--- src/rtl/tile_reg_bridge.sv ---
// OCL-to-tile register bridge. It forwards one OCL access at a time to the components of tile
// TILE_ID as single-cycle strobes, and bounds the time it waits for read data from a component.
module tile_reg_bridge #(
  parameter logic [7:0]  TILE_ID = 8'd0,
  parameter int unsigned TIMEOUT = 255
) (
  input  logic        clk,
  input  logic        rstn,
  input  logic        ocl_awvalid,
  output logic        ocl_awready,
  input  logic [31:0] ocl_awaddr,
  input  logic        ocl_wvalid,
  output logic        ocl_wready,
  input  logic [31:0] ocl_wdata,
  output logic        ocl_bvalid,
  input  logic        ocl_bready,
  input  logic        ocl_arvalid,
  output logic        ocl_arready,
  input  logic [31:0] ocl_araddr,
  output logic        ocl_rvalid,
  input  logic        ocl_rready,
  output logic [31:0] ocl_rdata,
  output logic        reg_wvalid,
  output logic [15:0] reg_waddr,
  output logic [31:0] reg_wdata,
  output logic        reg_arvalid,
  output logic [15:0] reg_araddr,
  input  logic        reg_rvalid,
  input  logic [31:0] reg_rdata,
  output logic [7:0]  timeout_count,
  output logic [2:0]  fsm_state
);

  localparam logic [2:0] IDLE    = 3'd0;
  localparam logic [2:0] W_DATA  = 3'd1;
  localparam logic [2:0] W_ISSUE = 3'd2;
  localparam logic [2:0] W_RESP  = 3'd3;
  localparam logic [2:0] R_ISSUE = 3'd4;
  localparam logic [2:0] R_WAIT  = 3'd5;
  localparam logic [2:0] R_RESP  = 3'd6;

  localparam logic [15:0] TIMEOUT_CYCLES = 16'(TIMEOUT);
  localparam logic [31:0] TIMEOUT_DATA   = 32'hDEAD_BEEF;

  logic [2:0]  state;
  logic [7:0]  tile_q;
  logic [15:0] addr_lo_q;
  logic [15:0] wait_cnt;
  logic [15:0] wait_next;
  logic        tile_hit;
  logic        unused_addr_bits;

  assign tile_hit         = (tile_q == TILE_ID);
  assign wait_next        = wait_cnt + 16'd1;
  assign unused_addr_bits = ^{ocl_awaddr[31:24], ocl_araddr[31:24]};
  assign fsm_state        = state;

  // OCL channels: a transfer happens on a rising edge where valid and ready are both 1;
  // valid is held until that edge. Ready depends only on state (arready also yields to awvalid).
  assign ocl_awready = (state == IDLE);
  assign ocl_arready = (state == IDLE) && !ocl_awvalid;
  assign ocl_wready  = (state == W_DATA);
  assign ocl_bvalid  = (state == W_RESP);
  assign ocl_rvalid  = (state == R_RESP);
  assign reg_wvalid  = (state == W_ISSUE) && tile_hit;
  assign reg_arvalid = (state == R_ISSUE) && tile_hit;

  always_ff @(posedge clk) begin
    if (!rstn) begin
      state         <= IDLE;
      tile_q        <= '0;
      addr_lo_q     <= '0;
      wait_cnt      <= '0;
      ocl_rdata     <= '0;
      timeout_count <= '0;
    end else begin
      case (state)
        IDLE: begin
          if (ocl_awvalid) begin
            tile_q    <= ocl_awaddr[23:16];
            addr_lo_q <= ocl_awaddr[15:0];
            state     <= W_DATA;
          end else if (ocl_arvalid) begin
            tile_q    <= ocl_araddr[23:16];
            addr_lo_q <= ocl_araddr[15:0];
            state     <= R_ISSUE;
          end
        end
        W_DATA: begin
          if (ocl_wvalid) state <= W_ISSUE;
        end
        W_ISSUE: state <= W_RESP;
        W_RESP: begin
          if (ocl_bready) state <= IDLE;
        end
        R_ISSUE: begin
          wait_cnt <= '0;
          if (tile_hit) begin
            state <= R_WAIT;
          end else begin
            ocl_rdata <= '0;
            state     <= R_RESP;
          end
        end
        R_WAIT: begin
          wait_cnt <= wait_next;
          // Data arriving on the last allowed cycle still wins over the timeout.
          if (reg_rvalid) begin
            ocl_rdata <= reg_rdata;
            state     <= R_RESP;
          end else if (wait_next == TIMEOUT_CYCLES) begin
            ocl_rdata <= TIMEOUT_DATA;
            if (timeout_count != 8'hFF) timeout_count <= timeout_count + 8'd1;
            state <= R_RESP;
          end
        end
        R_RESP: begin
          if (ocl_rready) state <= IDLE;
        end
        default: state <= IDLE;
      endcase
    end
  end

  // Component-side address/data only change when a strobe is about to be issued.
  always_ff @(posedge clk) begin
    if (rstn && state == W_DATA && ocl_wvalid && tile_hit) begin
      reg_waddr <= addr_lo_q;
      reg_wdata <= ocl_wdata;
    end
    if (rstn && state == IDLE && !ocl_awvalid && ocl_arvalid && ocl_araddr[23:16] == TILE_ID) begin
      reg_araddr <= ocl_araddr[15:0];
    end
  end

endmodule

--- config.mk ---
export PLATFORM = sky130hd
export DESIGN_NAME = tile_reg_bridge
export DESIGN_NICKNAME = d
export VERILOG_FILES = /design/src/rtl/tile_reg_bridge.sv
export SDC_FILE = /design/constraint.sdc
export NUM_CORES = 1
export LEC_CHECK = 0
export BUFFER_PORTS_ARGS = -buffer_cell sky130_fd_sc_hd__buf_4
export CAP_MARGIN = 15
export CORE_MARGIN = 2
export CORE_UTILIZATION = 49
export DETAILED_ROUTE_END_ITERATION = 12
export MAX_ROUTING_LAYER = met4
export PLACE_DENSITY = 0.83
export SLEW_MARGIN = 20
export SYNTH_ARGS = -nofsm -noshare
export SYNTH_HDL_FRONTEND = slang
export SYNTH_SLANG_ARGS = --single-unit
--- constraint.sdc ---
create_clock -name clk -period 6.5 [get_ports clk]
set_clock_uncertainty 0.05 [all_clocks]
set_input_delay 0 -clock clk [delete_from_list [all_inputs] [get_ports clk]]
set_output_delay 0 -clock clk [all_outputs]
set_load 0.03 [all_outputs]
# Word level (Yosys, flattened, before mapping)
# Cells that the tools add are included.
# op_classes
addsub	2
n_mul	0
div_mod_pow	0
order_cmp	0
n_eq_ne	14
shift	0
mux	18
n_bitwise	1
reduce_logical	20
# ops
cell	count
two-way mux 32 bit	3
case mux 32 bit (2 select lines)	1
two-way mux 16 bit	2
case mux 16 bit (2 select lines)	1
two-way mux 3 bit	7
case mux 3 bit (7 select lines)	1
adder 16 x 1 -> 16 bit, second input constant	1
== test 16 x 8 -> 1 bit, second input constant	1
zero test 8 bit	2
two-way mux 8 bit	2
logical AND 1 bit	10
== test 3 bit, second input constant	3
adder 8 x 1 -> 8 bit, second input constant	1
inequality test 8 bit, second input constant	1
== test 3 x 2 -> 1 bit, second input constant	2
AND reduction 5 bit	1
inequality test 2 x 1 -> 1 bit, second input constant	2
inequality test 2 bit, second input constant	2
AND reduction 4 bit	1
nonzero test 2 bit	2
== test 3 x 1 -> 1 bit, second input constant	1
zero test 3 bit	1
inequality test 3 x 2 -> 1 bit, second input constant	1
inequality test 3 bit, second input constant	1
5 further kinds	5
# totals
regBits	147
latch_bits	0
ramBits	0
romBits	0
input_bits	136
out_inout_bits	114
elab_cells	64
memories	0

# Depth between registers and ports, before layout
# Gate-level depths: netlist of run 1.
# logic_depth
depth_word	5
ltp_mapped	9
mapped_depth_nobuf	8

# Worst setup path before layout of run 1
# Ideal clock, no wire load.
# synth_path
kind	reg2reg
start	register state[0] (netlist: fsm_state[0])
end	register reg_waddr[0] (enable)
setup_ns	0.513
arrival_time_ns	4.354
required_time_ns	5.937
setup_slack_ns	1.583
path_stages_with_launch	4
path_buffers	0
period_less_slack_ns	4.917
path_cell_list	dfxtp_1 -> inv_1 -> or3_1 -> nor3_1
# synth_via
elab_chain_len	4
# synth_lines
item	line	rtl
start, declared	45	logic [2:0] state;
start signal, assigned	70	state <= IDLE;
start signal, assigned	82	state <= W_DATA;
start signal, assigned	86	state <= R_ISSUE;
== test 3 x 1 -> 1 bit	127	if (rstn && state == W_DATA && ocl_wvalid && tile_hit) begin
logical AND 1 bit (3 in a row)	127	
end signal, assigned	128	reg_waddr <= addr_lo_q;
end, declared	24	output logic [15:0] reg_waddr,
# Every way passes these cells.
# A chain may end at the register's enable or synchronous reset.

# Final worst setup path of run 1
# layout_path
start	register wait_cnt[0]
end	register ocl_rdata[23]
# layout_via
elab_chain_len	4
# layout_lines
item	line	rtl
start, declared	48	logic [15:0] wait_cnt;
start signal, assigned	106	wait_cnt <= wait_next;
adder 16 x 1 -> 16 bit	54	assign wait_next = wait_cnt + 16'd1;
== test 16 x 8 -> 1 bit	111	end else if (wait_next == TIMEOUT_CYCLES) begin
inequality test 3 bit (no line)	-	
AND reduction 3 bit (no line)	-	
end signal, assigned	109	ocl_rdata <= reg_rdata;
end, declared	22	output logic [31:0] ocl_rdata,
# Every way passes these cells.

==> reports/metrics.csv, run 1 <==
metric,value,unit
port buffer count,233,
fillcell total,723,
Hold Fails Final Rpt,1,
Netlist cell types,63,
total negative slack,0,ns
vias per cell,5.64,
post-CTS sizing,0,
worst hold slack,-0.0163,ns
max_cap viols,0,
Pins Over Slew Limit,0,
n_diodes,0,
RSZ-0062 raised after global routing,no,
share of the synthesized area in the top cell type,30.9,%
Critical Path Source Type,flip-flop,
"most common cell after layout, fill and taps aside",buf_4,
"Seq/Total Area, Yosys",57.6,%
Slew @ Worst Pin,0.909,ns
cell row count,41,
later-pin clock latency in the skew report,0.42,ns
CP peak stage delay,0.59,ns
dominant cells by area after synthesis,"edfxtp_1 (31%), dfxtp_1 (27%), mux2i_1 (7.9%)",
footprint of the multi-input gates,2420,µm²
Die H,117,µm
"Req. time, crit path",6.81,ns
worst path arrival time,3.87,ns
DRT iter0 DRCs,605,
CTS tree,yes,
slew margin rel.,39.4,%
WS Path Type,reg -> reg,
initial core utilization,49.7,%
Worst Hold Class,in -> reg,
share of post-route cells with drive strength above 1,30.1,%
die span in x,117,µm
outcome,"finished, violations left",
CTS root buf,clkbuf_16,
maximum VDD drop,0.000196,V
die area,13600,µm²
placed cells,939,
DP HPWL,12600,µm
initial antenna violation count,0,
fin crit share,54.8,%
gpl congestion,0.856,
Synth async-reset ratio,0,%
failing checks,hold timing,
Post-Layout Cell Count,1110,
worst-path cell chain,ha_1 -> and4_4 -> nand4_4 -> o32ai_4 -> o211ai_4 -> o21ai_4 -> buf_16 -> mux2i_1 -> dlygate4sd3_1,
CP Capture Type,flip-flop,
GRT Overall Usage,34.5,%
CTS Sinks,147,
FF+latch area,3580,µm²
Pre-antenna DRT Iters,5,
clock slew at reported path FFs,0.06,ns
Final Setup Violations,0,
Synth Warn #,0,
Ports,250,
leakage power figure,4.10,nW
# nets final,1064,
Post-synth EDFFs,64,
Post-Syn Area,6230,µm²
first-pass GRT wire length,34100,µm
maximum number of pins on one net before global-route repair,51,
"Max FO, Critical Path",22,
P per Cell Area,285,nW/µm²
slowest CP cell,dlygate4sd3_1,
core area,12500,µm²
Detail Route Antenna Nets,0,
DR WL/cell,20.9,µm
post-synth top area cell,edfxtp_1,
Total Routed Length,23200,µm
Max Fclk,281,MHz
vias in the first global route,6317,
vias post-DR,6255,
DRC,0,
total CTS buffers,17,
min Tclk post-route,3.56,ns
"Top FF cell, synth",dfxtp_1,
"FF+latch count, synth",147,
H-tree levels,4,
Area growth syn-to-layout,60.7,%
Synth Instances,575,
"commonest cells after routing, fill and taps aside","buf_4 (237), dlygate4sd3_1 (138), dfxtp_1 (83)",
worst-case clock buffer depth,2,
global route overflow,0,
syn_area_per_cell,10.8,µm²
synthesized net count,714,
## registers in the layout (all words and copies together), names as in the netlist
register	flops
reg_araddr	16
timeout_count	8
ocl_rdata	32
reg_wdata	32
tile_q	8
fsm_state	3
addr_lo_q	16
reg_waddr	16
wait_cnt	16
## worst max-delay path, delay by kind of cell, from the launching register on
family,cells,cell delay [ns]
flip-flops,1,0.42
multiplexers,1,0.22
AND/OR/NAND/NOR,2,0.47
AO/OA/AOI/OAI,3,1.10
buffers and inverters,2,0.84
adder cells (fa/ha/maj),1,0.39
## cell type report
cell class	count	share of cell area, %
Multi-Input combinational cell	373	24.2
Clock buffer	21	4.50
Sequential cell	147	35.8
Tap cell	172	2.15
Timing Repair Buffer	376	31.9
Clock inverter	11	1.10
Inverter	10	0.375
## Yosys cell counts, types with 10 or more instances
master and n:
dfxtp_1 83, edfxtp_1 64, nand2_1 64, mux2i_1 49
nor2_1 45, o21ai_0 37, clkbuf_1 27, a211oi_1 24
a21oi_1 20, nand3_1 14, o21ai_1 11, buf_2 10
nor3_1 10
## per-layer routing
layer / track usage, % / up-vias / share of wire [%]
met5: - / - / 0
met2: 58.2 / 377 / 50
met1: 38.1 / 2981 / 37
li1: - / 2820 / -
met3: 8.56 / 77 / 8.6
met4: 16.9 / 0 / 4.1
## through the flow
stage / hold WS [ns] / power [mW] / cell area [µm²] / utilization, % / worst slack (ns)
after global routing: 0.00393 / 2.94 / 10000 / 79.9 / 2.78
final: -0.0163 / 2.85 / 10000 / 79.9 / 2.94
after global placement: 0.129 / 1.74 / 8030 / 64.2 / 3.40
after CTS: 0.00734 / 2.77 / 9970 / 79.7 / 2.73
after detailed placement: 0.129 / 1.78 / 8030 / 64.2 / 3.29
after floorplan: 0.0489 / 1.56 / 6230 / - / 1.58
## path summary, 6_finish.rpt
| check | start | to | slack [ns] | cells past startpoint |
|---|---|---|---|---|
| max | wait_cnt[0] | ocl_rdata[23] | 2.94 | 9 |
| min | ocl_araddr[20] | tile_q[4] | -0.02 | 3 |
| min reg2reg | addr_lo_q[14] | reg_waddr[14] | 0.38 | 0 |
| max reg2reg | wait_cnt[0] | ocl_rdata[23] | 2.94 | 9 |
## kinds of logic after synthesis
kind of cell               after synthesis  synth area share (%)
AOI/OAI and AO/OA                      131                  14.3
xor gates and xnor gates                 3                 0.422
adders and majority gates                3                 0.603
buffers and inverters                   55                  3.94
DFF                                    147                  57.6
muxes                                   51                  8.24
and+or+nand+nor                        185                  14.9
## where the power goes
group	switching (mW)	total [mW]	leakage, nW	internal (mW)
Clock	0.385	0.955	0.271	0.571
Combinational	0.441	0.737	2.57	0.296
Sequential	0.0925	1.16	1.25	1.07
## repair_timing
item                      4_1_cts  5_1_grt
hold buffers                  138        0
setup buffers                   0        0
hold endpoints to repair      106        0
Power figures use the tool's default switching activity.
==> run 2, diff against run 1 <==
CORE_UTILIZATION = 44   (was 49)
PLACE_DENSITY = 0.79   (was 0.83)
clock period = 2.96 ns   (was 6.5 ns; I/O delays follow)
==> run 2 against run 1 <==
  * The flow now finishes without violations
  * Clock power rose by 120%
  * Final cell count about the same
  * Wire length up 4.5%
  * Total power up 130%
  * Core utilization shrank 7.8 points
  * Non-clock buffer count fell by 7
  * Via count grew 2.3%
  * Design area down 0.35%
  * Sequential share of layout area is 0.19 points higher
  * Die area is 11% higher
  * Clock-buffer cell count down 4
  * Global-route usage fell by 2.5 points
  * Critical path type unchanged
==> reports/metrics.csv, run 2 (synthesis gave the netlist of run 1 again) <==
metric,value,unit
DRT iter0 DRCs,814,
Hold Fails Final Rpt,0,
Area growth syn-to-layout,60.1,%
Post-Route Utilization,72.1,%
"CP delay by family, top",buffers and inverters,
worst path arrival time,3.08,ns
die area,15100,µm²
sw frac,34.3,%
first-pass GRT wire length,35300,µm
fillcell total,792,
top flop regs,"ocl_rdata: 32 flops, reg_wdata: 32 flops",
cell row count,43,
Worst Hold Class,in -> reg,
Die H,123,µm
GRT Overall Usage,32.0,%
initial core utilization,45.0,%
vias in the first global route,6384,
vias post-DR,6397,
Critical Path Source Type,flip-flop,
max_cap viols,0,
Pre-antenna DRT Iters,6,
"Max FO, Critical Path",16,
Final Setup Violations,0,
WS Path Type,reg -> reg,
FF+latch area,3590,µm²
n_diodes,0,
# nets final,1057,
Pins Over Slew Limit,0,
post-place instance area,8130,µm²
clock slew at reported path FFs,0.07,ns
footprint of the multi-input gates,2430,µm²
Slew @ Worst Pin,0.685,ns
port buffer count,233,
CP bufs+invs,2,
Final Cell Area,9970,µm²
DP HPWL,12400,µm
Detail Route Antenna Nets,0,
sw power,2.20,mW
outcome,finished clean,
Internal Power,4.21,mW
vias per cell,5.76,
share of post-route cells with drive strength above 1,32.9,%
CTS root buf,clkbuf_16,
Comb power frac,28.2,%
initial antenna violation count,0,
"commonest cells after routing, fill and taps aside","buf_4 (247), dlygate4sd3_1 (119), dfxtp_1 (78)",
worst-case clock buffer depth,2,
CP Capture Type,flip-flop,
"most common cell after layout, fill and taps aside",buf_4,
gpl congestion,0.852,
DR WL/cell,21.8,µm
Clock Power Share,33.2,%
core area,13800,µm²
fin crit share,95.1,%
CTS tree,yes,
"Req. time, crit path",3.22,ns
Total Routed Length,24200,µm
H-tree levels,4,
total CTS buffers,17,
die span in x,123,µm
slew margin rel.,53.9,%
global route overflow,0,
Sequential Power Share,38.7,%
CP peak stage delay,0.57,ns
RSZ-0062 raised after global routing,no,
worst-path cell chain,ha_1 -> and4_4 -> nand3_1 -> mux2i_2 -> nand4_1 -> o21ai_4 -> buf_12 -> o21ai_1 -> dlygate4sd3_1,
Overall Power,6.41,mW
CTS Sinks,147,
maximum VDD drop,0.000532,V
P per Cell Area,643,nW/µm²
later-pin clock latency in the skew report,0.43,ns
worst hold slack,0.0469,ns
DRC,0,
leakage power figure,4.03,nW
maximum number of pins on one net before global-route repair,52,
total negative slack,0,ns
min Tclk post-route,2.82,ns
slowest CP cell,dlygate4sd3_1,
Ports,250,
Max Fclk,355,MHz
## run 2: layer usage
layer | wire length (µm) | track usage [%]
met3 | 2540 | 9.23
met4 | 1250 | 16.9
met5 | 0 | -
met1 | 8540 | 34.9
met2 | 11900 | 53.0
## run 2: power by group through the flow
stage	sequential [mW]	combinational [mW]	clock, mW
2_1_floorplan	2.56	0.883	0
3_3_place_gp	2.47	1.43	0
3_5_place_dp	2.49	1.47	0
4_1_cts	2.44	1.61	2.12
5_1_grt	2.49	1.90	2.21
6_report	2.48	1.81	2.13
## run 2: area by class of cell
type,instances,area share (%)
clock inverters,15,1.51
clock buffers,17,4.27
well taps,180,2.26
inverters,10,0.402
flip-flops and latches,147,36.0
repair buffers,369,31.2
multi-input cells,373,24.3
## run 2: final timing paths
check,from,end,slack [ns],depth (start not counted)
worst min register to register,addr_lo_q[0],reg_waddr[0],0.39,0
worst min-delay path,ocl_arvalid,fsm_state[0],0.05,4
worst max-delay path,wait_cnt[0],ocl_rdata[22],0.14,9
worst max register to register,wait_cnt[0],ocl_rdata[22],0.14,9
## run 2: what timing repair did
item / in CTS / in global routing
hold buffers: 119 / 0
endpoints found under the hold margin: 106 / 0
resized for setup: 0 / 8
buffers inserted: 0 / 4
setup endpoints to repair: 0 / 5
## run 2: through the flow
stage	std cells	worst slack (ns)
2_1_floorplan	575	0.180
3_3_place_gp	955	0.485
3_5_place_dp	955	0.336
4_1_cts	1106	0.0126
5_1_grt	1111	0.0242
6_report	1111	0.144
## run 2: worst reg2reg max path: stages, from the launching register on
cell           delay, ns
dfxtp_2             0.38
ha_1                0.20
and4_4              0.30
nand3_1             0.17
mux2i_2             0.29
nand4_1             0.22
o21ai_4             0.25
buf_12              0.19
o21ai_1             0.09
dlygate4sd3_1       0.57
